### src/rtl/vtm_pkg.sv
// rtl/vtm_pkg.sv - shared types and constants for video timing measurement
package vtm_pkg;

    // Default counter width and lock depth.
    localparam int CNT_W_DEF       = 12;
    localparam int LOCK_FRAMES_DEF = 4;

    // Geometry fields are held at a fixed width so the reference register and
    // its comparison do not depend on the counter width (CNT_W must be <= GEOM_W).
    localparam int GEOM_W  = 16;
    localparam int MATCH_W = 4;

    typedef enum logic [1:0] {
        ST_IDLE,
        ST_ALIGN,
        ST_MEASURE,
        ST_LOCKED
    } vtm_state_e;

    typedef struct packed {
        logic [GEOM_W-1:0] h_total;
        logic [GEOM_W-1:0] h_active;
        logic [GEOM_W-1:0] v_total;
        logic [GEOM_W-1:0] v_active;
        logic              hs_pol;
        logic              vs_pol;
    } vtm_geom_t;

    // Matching-frame counter saturates instead of wrapping back to zero.
    function automatic logic [MATCH_W-1:0] match_inc(input logic [MATCH_W-1:0] m);
        return (m == '1) ? m : m + 1'b1;
    endfunction

endpackage

### src/rtl/vtm_sync_norm.sv
// rtl/vtm_sync_norm.sv - input registers, sync polarity detection and edge pulses
module vtm_sync_norm
    import vtm_pkg::*;
(
    input  logic pix_clk,
    input  logic reset,
    input  logic hsync,
    input  logic vsync,
    input  logic de,
    output logic hs_pol_int,
    output logic vs_pol_int,
    output logic de_lvl,
    output logic de_rise,
    output logic de_fall,
    output logic hs_rise,
    output logic vs_rise
);

    logic hs_q;
    logic vs_q;
    logic de_q;
    logic de_dly_q;
    logic hs_pol_q;
    logic vs_pol_q;
    logic hs_n_dly_q;
    logic vs_n_dly_q;
    logic hs_n;
    logic vs_n;

    // Normalised syncs are high while the sync pulse is active.
    assign hs_n = hs_q ^ ~hs_pol_q;
    assign vs_n = vs_q ^ ~vs_pol_q;

    assign de_lvl     = de_q;
    assign de_rise    = de_q & ~de_dly_q;
    assign de_fall    = ~de_q & de_dly_q;
    assign hs_rise    = hs_n & ~hs_n_dly_q;
    assign vs_rise    = vs_n & ~vs_n_dly_q;
    assign hs_pol_int = hs_pol_q;
    assign vs_pol_int = vs_pol_q;

    // Register inputs, keep delayed copies for edges, learn polarity at each de rise.
    // Delayed normalised syncs reset high so leaving reset never fakes a sync edge.
    always_ff @(posedge pix_clk) begin
        if (reset) begin
            hs_q       <= 1'b0;
            vs_q       <= 1'b0;
            de_q       <= 1'b0;
            de_dly_q   <= 1'b0;
            hs_pol_q   <= 1'b0;
            vs_pol_q   <= 1'b0;
            hs_n_dly_q <= 1'b1;
            vs_n_dly_q <= 1'b1;
        end else begin
            hs_q       <= hsync;
            vs_q       <= vsync;
            de_q       <= de;
            de_dly_q   <= de_q;
            hs_n_dly_q <= hs_n;
            vs_n_dly_q <= vs_n;
            if (de_rise) begin
                hs_pol_q <= ~hs_q;
                vs_pol_q <= ~vs_q;
            end
        end
    end

endmodule

### src/rtl/video_timing_meas.sv
// rtl/video_timing_meas.sv - frame geometry measurement and lock detection
module video_timing_meas
    import vtm_pkg::*;
#(
    parameter int CNT_W       = CNT_W_DEF,
    parameter int LOCK_FRAMES = LOCK_FRAMES_DEF
) (
    input  logic             pix_clk,
    input  logic             reset,
    input  logic             data_vld,
    input  logic             hsync,
    input  logic             vsync,
    input  logic             de,
    output logic [CNT_W-1:0] h_total,
    output logic [CNT_W-1:0] h_active,
    output logic [CNT_W-1:0] v_total,
    output logic [CNT_W-1:0] v_active,
    output logic             hs_pol,
    output logic             vs_pol,
    output logic             locked,
    output logic             meas_stb,
    output logic             timing_chg
);

    localparam logic [CNT_W-1:0]   CNT_MAX = '1;
    localparam logic [CNT_W-1:0]   CNT_ONE = CNT_W'(1);
    localparam logic [MATCH_W-1:0] LOCK_AT = MATCH_W'(LOCK_FRAMES - 1);

    function automatic logic [CNT_W-1:0] sat_inc(input logic [CNT_W-1:0] v);
        return (v == CNT_MAX) ? v : v + 1'b1;
    endfunction

    logic hs_pol_int;
    logic vs_pol_int;
    logic de_lvl;
    logic de_rise;
    logic de_fall;
    logic hs_rise;
    logic vs_rise;

    vtm_sync_norm u_sync_norm (
        .pix_clk    (pix_clk),
        .reset      (reset),
        .hsync      (hsync),
        .vsync      (vsync),
        .de         (de),
        .hs_pol_int (hs_pol_int),
        .vs_pol_int (vs_pol_int),
        .de_lvl     (de_lvl),
        .de_rise    (de_rise),
        .de_fall    (de_fall),
        .hs_rise    (hs_rise),
        .vs_rise    (vs_rise)
    );

    // Line-level counters and per-frame accumulators.
    logic [CNT_W-1:0] h_cnt_q, h_cnt_d;
    logic [CNT_W-1:0] a_cnt_q, a_cnt_d;
    logic [CNT_W-1:0] v_cnt_q, v_cnt_d;
    logic [CNT_W-1:0] va_cnt_q, va_cnt_d;
    logic [CNT_W-1:0] ht_q, ht_d;
    logic [CNT_W-1:0] ha_q, ha_d;
    logic             have_ht_q, have_ht_d;
    logic             have_ha_q, have_ha_d;
    logic             bad_q, bad_d;
    logic             run_q, run_d;

    // Reference, lock state and published outputs.
    vtm_state_e       state_q;
    vtm_geom_t        ref_q;
    logic             ref_vld_q;
    logic [MATCH_W-1:0] match_q;
    logic [CNT_W-1:0] h_total_q;
    logic [CNT_W-1:0] h_active_q;
    logic [CNT_W-1:0] v_total_q;
    logic [CNT_W-1:0] v_active_q;
    logic             hs_pol_q;
    logic             vs_pol_q;
    logic             locked_q;
    logic             meas_stb_q;
    logic             timing_chg_q;

    vtm_geom_t          cur_geom;
    logic               frame_ok;
    logic               same_ref;
    logic [MATCH_W-1:0] match_nxt;
    logic               lock_now;

    // Next-state of the counters; events coincident with a frame boundary land in the new frame.
    always_comb begin
        h_cnt_d   = de_rise ? CNT_ONE : sat_inc(h_cnt_q);
        a_cnt_d   = de_rise ? CNT_ONE : (de_lvl ? sat_inc(a_cnt_q) : a_cnt_q);
        run_d     = hs_rise ? 1'b0 : run_q;
        v_cnt_d   = vs_rise ? '0 : v_cnt_q;
        va_cnt_d  = vs_rise ? '0 : va_cnt_q;
        have_ht_d = vs_rise ? 1'b0 : have_ht_q;
        have_ha_d = vs_rise ? 1'b0 : have_ha_q;
        bad_d     = vs_rise ? 1'b0 : bad_q;
        ht_d      = ht_q;
        ha_d      = ha_q;

        if (hs_rise) begin
            v_cnt_d = sat_inc(v_cnt_d);
        end

        if (de_rise) begin
            // A second de run inside one hsync period makes the line unusable.
            if (run_d) begin
                bad_d = 1'b1;
            end
            run_d = 1'b1;
            // Line length is only known when the previous de rise was in this frame.
            if (va_cnt_d != '0) begin
                if ((h_cnt_q == CNT_MAX) || (have_ht_d && (h_cnt_q != ht_d))) begin
                    bad_d = 1'b1;
                end
                if (!have_ht_d) begin
                    ht_d      = h_cnt_q;
                    have_ht_d = 1'b1;
                end
            end
            va_cnt_d = sat_inc(va_cnt_d);
        end

        if (de_fall) begin
            if ((a_cnt_q == CNT_MAX) || (have_ha_d && (a_cnt_q != ha_d))) begin
                bad_d = 1'b1;
            end
            if (!have_ha_d) begin
                ha_d      = a_cnt_q;
                have_ha_d = 1'b1;
            end
        end

        if (!data_vld) begin
            h_cnt_d   = '0;
            a_cnt_d   = '0;
            v_cnt_d   = '0;
            va_cnt_d  = '0;
            ht_d      = '0;
            ha_d      = '0;
            have_ht_d = 1'b0;
            have_ha_d = 1'b0;
            bad_d     = 1'b0;
            run_d     = 1'b0;
        end
    end

    // Counter and accumulator registers.
    always_ff @(posedge pix_clk) begin
        if (reset) begin
            h_cnt_q   <= '0;
            a_cnt_q   <= '0;
            v_cnt_q   <= '0;
            va_cnt_q  <= '0;
            ht_q      <= '0;
            ha_q      <= '0;
            have_ht_q <= 1'b0;
            have_ha_q <= 1'b0;
            bad_q     <= 1'b0;
            run_q     <= 1'b0;
        end else begin
            h_cnt_q   <= h_cnt_d;
            a_cnt_q   <= a_cnt_d;
            v_cnt_q   <= v_cnt_d;
            va_cnt_q  <= va_cnt_d;
            ht_q      <= ht_d;
            ha_q      <= ha_d;
            have_ht_q <= have_ht_d;
            have_ha_q <= have_ha_d;
            bad_q     <= bad_d;
            run_q     <= run_d;
        end
    end

    // Geometry of the frame being closed and its comparison with the reference.
    always_comb begin
        cur_geom.h_total  = GEOM_W'(ht_q);
        cur_geom.h_active = GEOM_W'(ha_q);
        cur_geom.v_total  = GEOM_W'(v_cnt_q);
        cur_geom.v_active = GEOM_W'(va_cnt_q);
        cur_geom.hs_pol   = hs_pol_int;
        cur_geom.vs_pol   = vs_pol_int;
        frame_ok  = !bad_q && have_ht_q && have_ha_q && (ha_q != '0) && (va_cnt_q != '0)
                    && (v_cnt_q != CNT_MAX) && (va_cnt_q != CNT_MAX);
        same_ref  = frame_ok && ref_vld_q && (cur_geom == ref_q);
        match_nxt = same_ref ? match_inc(match_q) : '0;
        lock_now  = frame_ok && (match_nxt >= LOCK_AT);
    end

    // Lock state machine with registered geometry, strobe and change outputs.
    always_ff @(posedge pix_clk) begin
        if (reset) begin
            state_q      <= ST_IDLE;
            ref_q        <= '0;
            ref_vld_q    <= 1'b0;
            match_q      <= '0;
            h_total_q    <= '0;
            h_active_q   <= '0;
            v_total_q    <= '0;
            v_active_q   <= '0;
            hs_pol_q     <= 1'b0;
            vs_pol_q     <= 1'b0;
            locked_q     <= 1'b0;
            meas_stb_q   <= 1'b0;
            timing_chg_q <= 1'b0;
        end else begin
            meas_stb_q   <= 1'b0;
            timing_chg_q <= 1'b0;
            if (!data_vld) begin
                state_q      <= ST_IDLE;
                match_q      <= '0;
                ref_vld_q    <= 1'b0;
                locked_q     <= 1'b0;
                timing_chg_q <= locked_q;
            end else begin
                if (vs_rise && frame_ok && ((state_q == ST_MEASURE) || (state_q == ST_LOCKED))) begin
                    h_total_q  <= ht_q;
                    h_active_q <= ha_q;
                    v_total_q  <= v_cnt_q;
                    v_active_q <= va_cnt_q;
                    hs_pol_q   <= hs_pol_int;
                    vs_pol_q   <= vs_pol_int;
                    meas_stb_q <= 1'b1;
                end
                case (state_q)
                    ST_IDLE: begin
                        state_q <= ST_ALIGN;
                    end
                    ST_ALIGN: begin
                        if (vs_rise) begin
                            state_q   <= ST_MEASURE;
                            match_q   <= '0;
                            ref_vld_q <= 1'b0;
                        end
                    end
                    ST_MEASURE: begin
                        if (vs_rise) begin
                            match_q <= match_nxt;
                            if (!same_ref) begin
                                ref_q     <= cur_geom;
                                ref_vld_q <= frame_ok;
                            end
                            if (lock_now) begin
                                state_q  <= ST_LOCKED;
                                locked_q <= 1'b1;
                            end
                        end
                    end
                    ST_LOCKED: begin
                        if (vs_rise && !same_ref) begin
                            state_q      <= ST_MEASURE;
                            locked_q     <= 1'b0;
                            timing_chg_q <= 1'b1;
                            match_q      <= '0;
                            ref_q        <= cur_geom;
                            ref_vld_q    <= frame_ok;
                        end
                    end
                    default: begin
                        state_q <= ST_IDLE;
                    end
                endcase
            end
        end
    end

    assign h_total    = h_total_q;
    assign h_active   = h_active_q;
    assign v_total    = v_total_q;
    assign v_active   = v_active_q;
    assign hs_pol     = hs_pol_q;
    assign vs_pol     = vs_pol_q;
    assign locked     = locked_q;
    assign meas_stb   = meas_stb_q;
    assign timing_chg = timing_chg_q;

endmodule
### config.mk
export PLATFORM = sky130hd
export DESIGN_NAME = video_timing_meas
export DESIGN_NICKNAME = d
export VERILOG_FILES = /design/src/rtl/vtm_pkg.sv /design/src/rtl/vtm_sync_norm.sv /design/src/rtl/video_timing_meas.sv
export SDC_FILE = /design/constraint.sdc
export NUM_CORES = 1
export LEC_CHECK = 0
export ABC_CLOCK_PERIOD_IN_PS = 4350
export BUFFER_PORTS_ARGS = -buffer_cell sky130_fd_sc_hd__buf_2
export CAP_MARGIN = 5
export CORE_MARGIN = 5
export CORE_UTILIZATION = 37
export CTS_CLUSTER_SIZE = 10
export DETAILED_ROUTE_END_ITERATION = 8
export PLACE_DENSITY_LB_ADDON = 0.12
export SLEW_MARGIN = 20
export SYNTH_ARGS = -nofsm -noshare
export SYNTH_HDL_FRONTEND = slang
export SYNTH_HIERARCHICAL = 1
export SYNTH_SLANG_ARGS = --single-unit
### constraint.sdc
create_clock -name pix_clk -period 4.35 [get_ports pix_clk]
set_input_delay 0.87 -clock pix_clk [delete_from_list [all_inputs] [get_ports pix_clk]]
set_output_delay 0.87 -clock pix_clk [all_outputs]
set_load 0.02 [all_outputs]
# Word-level counts from Yosys, hierarchy flattened
# Cells that the tools add are included.
# word_totals
output_inout_bits	53
word_cells	173
reg_bits	210
input_bits	6
# classes
reduce_logical	38
n_bitwise	18
order_cmp	1
n_eq_ne	20
n_addsub	5
n_mux	53
# op_table
op	count
two-way mux 66 bit	3
one-hot mux 66 bit (2 select lines)	1
two-way mux 12 bit	6
equality test 62 x 66 -> 1 bit	1
adder 12 x 1 -> 12 bit, second input constant	4
equality test 12 bit, second input constant	4
nonzero test 12 bit	3
two-way mux 1 bit	30
!= test 12 bit	2
!= test 12 bit, second input constant	2
two-way mux 4 bit	5
logical AND 1 bit	14
!= test 2 bit, second input constant	6
inverter 1 bit	12
one-hot mux 4 bit (3 select lines)	1
AND reduction 4 bit	3
AND reduction 5 bit	2
two-way mux 2 bit	4
one-hot mux 2 bit (4 select lines)	1
AND reduction 2 bit	4
adder 4 x 1 -> 4 bit, second input constant	1
bitwise AND 1 bit	4
equality test 2 bit, second input constant	2
equality test 4 bit, second input constant	1
14 further kinds	19

# Logic depth before layout (Yosys ltp)
# logic_depth
word_depth	15
mapped_depth	13
ltp_nobuf	12

# Hierarchy
# The synthesis kept the hierarchy.
# modules_own_cells
mod	area_each_um2	seq_area_each_um2	instances	cells_each
video_timing_meas	8540.7	3723.6	1	983
vtm_sync_norm	295.3	160.2	1	26

# Least setup slack after synthesis
# No wires, ideal clock.
# synth_path
path_kind	flip-flop to flip-flop
startpoint	register u_sync_norm.vs_pol_q (netlist: u_sync_norm/vs_pol_int)
endpoint	register va_cnt_q[9]
setup_ns	0.128
period_less_slack_ns	2.633
setup_slack_ns	1.717
t_arrival_ns	2.505
t_required_ns	4.222
stages_incl_launch_ff	14
path_buffers	1
path_cell_list	dfxtp_1 > xor2_1 > nor2_1 > inv_1 > clkbuf_1 > nand2_1 > inv_1 > ha_1 > nand2_1 > o21a_1 > and3_1 > or3b_1 > xnor2_1 > nor2_1
# synth_between
elab_chain_len	7
word_cells_on_any_way	8
classes_between	1 x add/sub; 1 x eq/ne; 3 x mux; 3 x bitwise
# synth_rtl
element	line	text
start, declared	vtm_sync_norm.sv:24	logic vs_pol_q;
start signal, assigned	vtm_sync_norm.sv:63	vs_pol_q <= ~vs_q;
inverter 1 bit *	vtm_sync_norm.sv:32	assign vs_n = vs_q ^ ~vs_pol_q;
bitwise XOR 1 bit *	vtm_sync_norm.sv:32	
bitwise AND 1 bit *	vtm_sync_norm.sv:38	assign vs_rise = vs_n & ~vs_n_dly_q;
via vs_rise	video_timing_meas.sv:39	logic vs_rise;
two-way mux 12 bit *	video_timing_meas.sv:95	va_cnt_d = vs_rise ? '0 : va_cnt_q;
adder 12 x 1 -> 12 bit / equality test 12 bit (equally long branches)	video_timing_meas.sv:30	return (v == CNT_MAX) ? v : v + 1'b1;
two-way mux 12 bit	video_timing_meas.sv:30	
two-way mux 12 bit *	video_timing_meas.sv:106	if (de_rise) begin
end signal, assigned	video_timing_meas.sv:166	va_cnt_q <= va_cnt_d;
end, declared	video_timing_meas.sv:60	logic [CNT_W-1:0] va_cnt_q, va_cnt_d;
# The timed path passes the listed nets; every way through them passes the cells marked *.
# A chain may end at the register's enable or synchronous reset.

# Worst setup path after layout
# layout_path
startpoint	register va_cnt_q[6]
endpoint	register timing_chg_q (netlist: timing_chg)
# layout_between
elab_chain_len	11
word_cells_on_any_way	13
classes_between	2 x eq/ne; 3 x mux; 8 x reduce/logical
# layout_rtl
element	line	text
nonzero test 12 bit	video_timing_meas.sv:184	frame_ok = !bad_q && have_ht_q && have_ha_q && (ha_q != '0) && (va_cnt_q != '0)
logical AND 1 bit	video_timing_meas.sv:184	
logical AND 1 bit (2 in a row)	video_timing_meas.sv:185	&& (v_cnt_q != CNT_MAX) && (va_cnt_q != CNT_MAX);
logical AND 1 bit	video_timing_meas.sv:186	same_ref = frame_ok && ref_vld_q && (cur_geom == ref_q);
logical AND 1 bit *	video_timing_meas.sv:186	
logical NOT 1 bit *	video_timing_meas.sv:251	if (vs_rise && !same_ref) begin
logical AND 1 bit *	video_timing_meas.sv:251	
two-way mux 1 bit *	video_timing_meas.sv:251	
two-way mux 1 bit *	video_timing_meas.sv:226	case (state_q)
two-way mux 1 bit *	video_timing_meas.sv:210	if (!data_vld) begin
end signal, assigned	video_timing_meas.sv:215	timing_chg_q <= locked_q;
end, declared	video_timing_meas.sv:81	logic timing_chg_q;
# Every way passes the cells marked *; elsewhere a longest branch is shown, timed or not.

==> metrics.txt <==
Setup violations, final=0; Total Routing Usage GR=0.1627; CTS tree=done; part of the power in the clock network=0.468; fraction of final layout cells with drive strength greater than 1=0.1756; mapped cell area=a little under 9000 um2; flip-flop count of the largest register after layout=50; register bit total from synthesis=roughly 190; clock root cell=clkbuf_16; count of synthesis-stage warnings from yosys=6; setup TNS=0 ns; sequential cell area=3884 um2; sw frac=0.2284; Post-DP HPWL=approximately 15 mm; number of nets still failing antenna checks after routing=0; number of inserted diodes=0; CTS sink count=approximately 190; post-layout minimum cycle time=3.011 ns; launch instance of the worst min-delay path=h_total[6]; worst hold-check path type=reg2reg; Reg with most FFs=ref_q; crit path max fanout=approximately 50; count of endpoints failing hold in the final timing report=0; number of flops mapped to enable cells by yosys=0; total power density per cell area=around 360 nW/um2; run status=completed; instance count of the mapped netlist=slightly above 1,000; max-capacitance violation count=0; Wirelength per Cell=about 16 um; overall die width=164.5 um; number of DRC markers in iteration 0=415; share of the clock period used by the worst path after layout=0.6922; Max Freq=between 300 and 400 MHz; DRC=0; per-cell via count in the routed design=between 4 and 5; count of different cell masters after synthesis=55; core footprint=23,470 um2; element type at the critical path end=flop; Final nets=about 1,000; die outline area=~27,000 um2; TritonCTS Buffers=17; overall routed net length=between 20 and 25 mm; total of hold buffers inserted after clock tree synthesis=0; Post-CTS Setup Repair Bufs=0; worst r2r src=va_cnt_q[6]; Layout fillers=2,409; area delta synth->final=11.44%; leak pwr=roughly 4 nW; number of ports placed on the die boundary=around 60; number of H-tree levels=4; global-route wire length before repair=~35 mm; sequential-to-total area share from yosys stat=0.4395; # resized after CTS=0; Critical Path Start=va_cnt_q[6]; final standard cell utilization of the core=0.4195; combinational power share=0.027; Flop pwr share=0.505; DIE HEIGHT=164.5 um; WHS=0.4503 ns; multi-input gate area in the final layout=4494 um2; routed wl met3=around 650 um; Critical Path Start Type=flop; most instantiated flip-flop cell in the synthesis netlist=dfxtp_1; Required @ worst endpoint=roughly 4.7 ns; Port Buffers=58; worst clock skew=~0.012 ns; IR Drop Worst-Case VDD=about 210 uV; mean instance size in the synthesized netlist=8.757 um2; leftover overflow at the end of global routing=0; starting utilization of the core area=0.3764; antenna violations before repair=0; transition time at the pin with the least slew margin=roughly 0.88 ns; Pins Over Slew Limit=0; clock slew seen by the registers of the worst setup and hold paths=around 0.08 ns; weighted congestion reported at the end of routability-driven placement=between 0.7 and 0.8; start-to-end type of the worst setup path=reg2reg; wire length on met2=between 9 and 10 mm; via count of the first global-routing pass=6,306; number of search-and-repair iterations in the first detailed-routing pass=4; pin count of the biggest net entering global routing=58; top routing layer used=met4; Arr. time, crit path=around 3.3 ns; Via Count=around 6,600; clock network latency to the later pin of the worst-skew pair=about 0.44 ns; standard-cell rows=56; Post-synth ARST share=0; net count after synthesis=a little over 1,000; wire length the detailed router placed on met1=approximately 10 mm; power dissipated by switching net loads=810.0 uW; Max transition margin=0.4137; internal power consumption=2.737 mW; clock buffer depth=2; RSZ-0062 raised after global routing=no
==> cell usage after synthesis, types with 3 or more instances <==
master | instances | area share
nor2b_1 | 7 | 0.0050
a21oi_2 | 30 | 0.030
o21ai_0 | 11 | 0.0062
and3_1 | 7 | 0.0050
buf_6 | 12 | 0.015
nor2_1 | 128 | 0.054
nor4_1 | 16 | 0.011
nor3_1 | 15 | 0.0085
or2_2 | 3 | 0.0021
clkbuf_1 | 57 | 0.024
buf_2 | 5 | 0.0028
nor4b_1 | 3 | 0.0030
ha_1 | 6 | 0.0085
inv_1 | 18 | 0.0076
mux2i_1 | 66 | 0.075
nand4_1 | 24 | 0.017
nand3_1 | 32 | 0.018
and2b_2 | 4 | 0.0040
buf_4 | 5 | 0.0042
nand2_1 | 124 | 0.053
nand2b_1 | 7 | 0.0050
a21oi_1 | 52 | 0.029
nand2_2 | 30 | 0.021
dfxtp_1 | 194 | 0.44
a31oi_1 | 6 | 0.0042
xnor2_1 | 64 | 0.063
xor2_1 | 45 | 0.045
==> final timing paths <==
path	end	slack, ns	depth (start not counted)
worst max-delay path	timing_chg	1.34	8
worst min-delay path	h_total[6]	0.45	2
worst max register to register	timing_chg	1.34	8
worst min register to register	h_total[6]	0.45	2
==> metal layers <==
layer / vias to the layer above / global-route usage
li1: 3383 / -
met1: 3101 / 0.2294
met2: 76 / 0.2566
met3: 11 / 0.03070
met4: 0 / 0.04197
met5: - / 0
==> critical path: stages, from the launching register on <==
cell and delay (ns):
dfxtp_1 0.38, xnor2_1 0.33, nand4_1 0.14, nor4_1 0.39, nand4_1 0.34, o21bai_4 0.20, buf_4 0.67, o22ai_1 0.17
nor2b_1 0.17
==> placed cells by master (no fill, tap or decap), drive strengths merged, types with 4 or more instances in the layout <==
cell        n
clkinvlp    5
a31oi       6
dfxtp     194
or2         5
xnor2      64
nand4      24
nand3      33
nor4       18
and3        7
buf        69
and2b       4
clkbuf     18
ha          6
nand2     154
xor2       45
a21oi      82
nor3       15
inv        22
nor2b       8
o21ai      11
mux2i      66
nand2b      7
nor2      128
==> through the flow <==
stage | area [um2] | setup WS (ns) | instances | total power [mW]
global route | 9847 | 1.081 | 1350 | 3.675
floorplan | 8836 | 1.717 | 1009 | 1.899
detailed placement | 9233 | 1.310 | 1318 | 1.931
global placement | 9233 | 1.296 | 1318 | 1.931
CTS | 9847 | 1.276 | 1350 | 3.595
finish | 9847 | 1.339 | 1350 | 3.547
==> power by group through the flow <==
stage          clock network [mW]  registers (mW)  logic (mW)
3_3_place_gp                    0            1.83      0.0971
6_report                     1.66            1.79      0.0945
3_5_place_dp                    0            1.83      0.0968
5_1_grt                      1.78            1.79       0.106
4_1_cts                      1.71            1.79      0.0973
2_1_floorplan                   0            1.83      0.0687
==> logic make-up after synthesis <==
| group | Yosys count | synth area share |
|---|---|---|
| AND/OR/NAND/NOR | 418 | 0.2264 |
| flip-flops | 194 | 0.4395 |
| AO/OA/AOI/OAI | 117 | 0.08595 |
| XOR/XNOR | 109 | 0.1080 |
| buffers and inverters | 97 | 0.05423 |
| multiplexers | 68 | 0.07731 |
| adder cells (fa/ha/maj) | 6 | 0.008496 |
==> final cells by class <==
type / instances / share of cell area
clock buffer: 18 / 0.04460
clock inverter: 14 / 0.01779
inverter: 18 / 0.006862
multi-input combinational: 718 / 0.4564
sequential: 194 / 0.3944
tap: 319 / 0.04053
timing repair buffer: 69 / 0.03939
No activity file was read; power rests on OpenSTA's default activity.
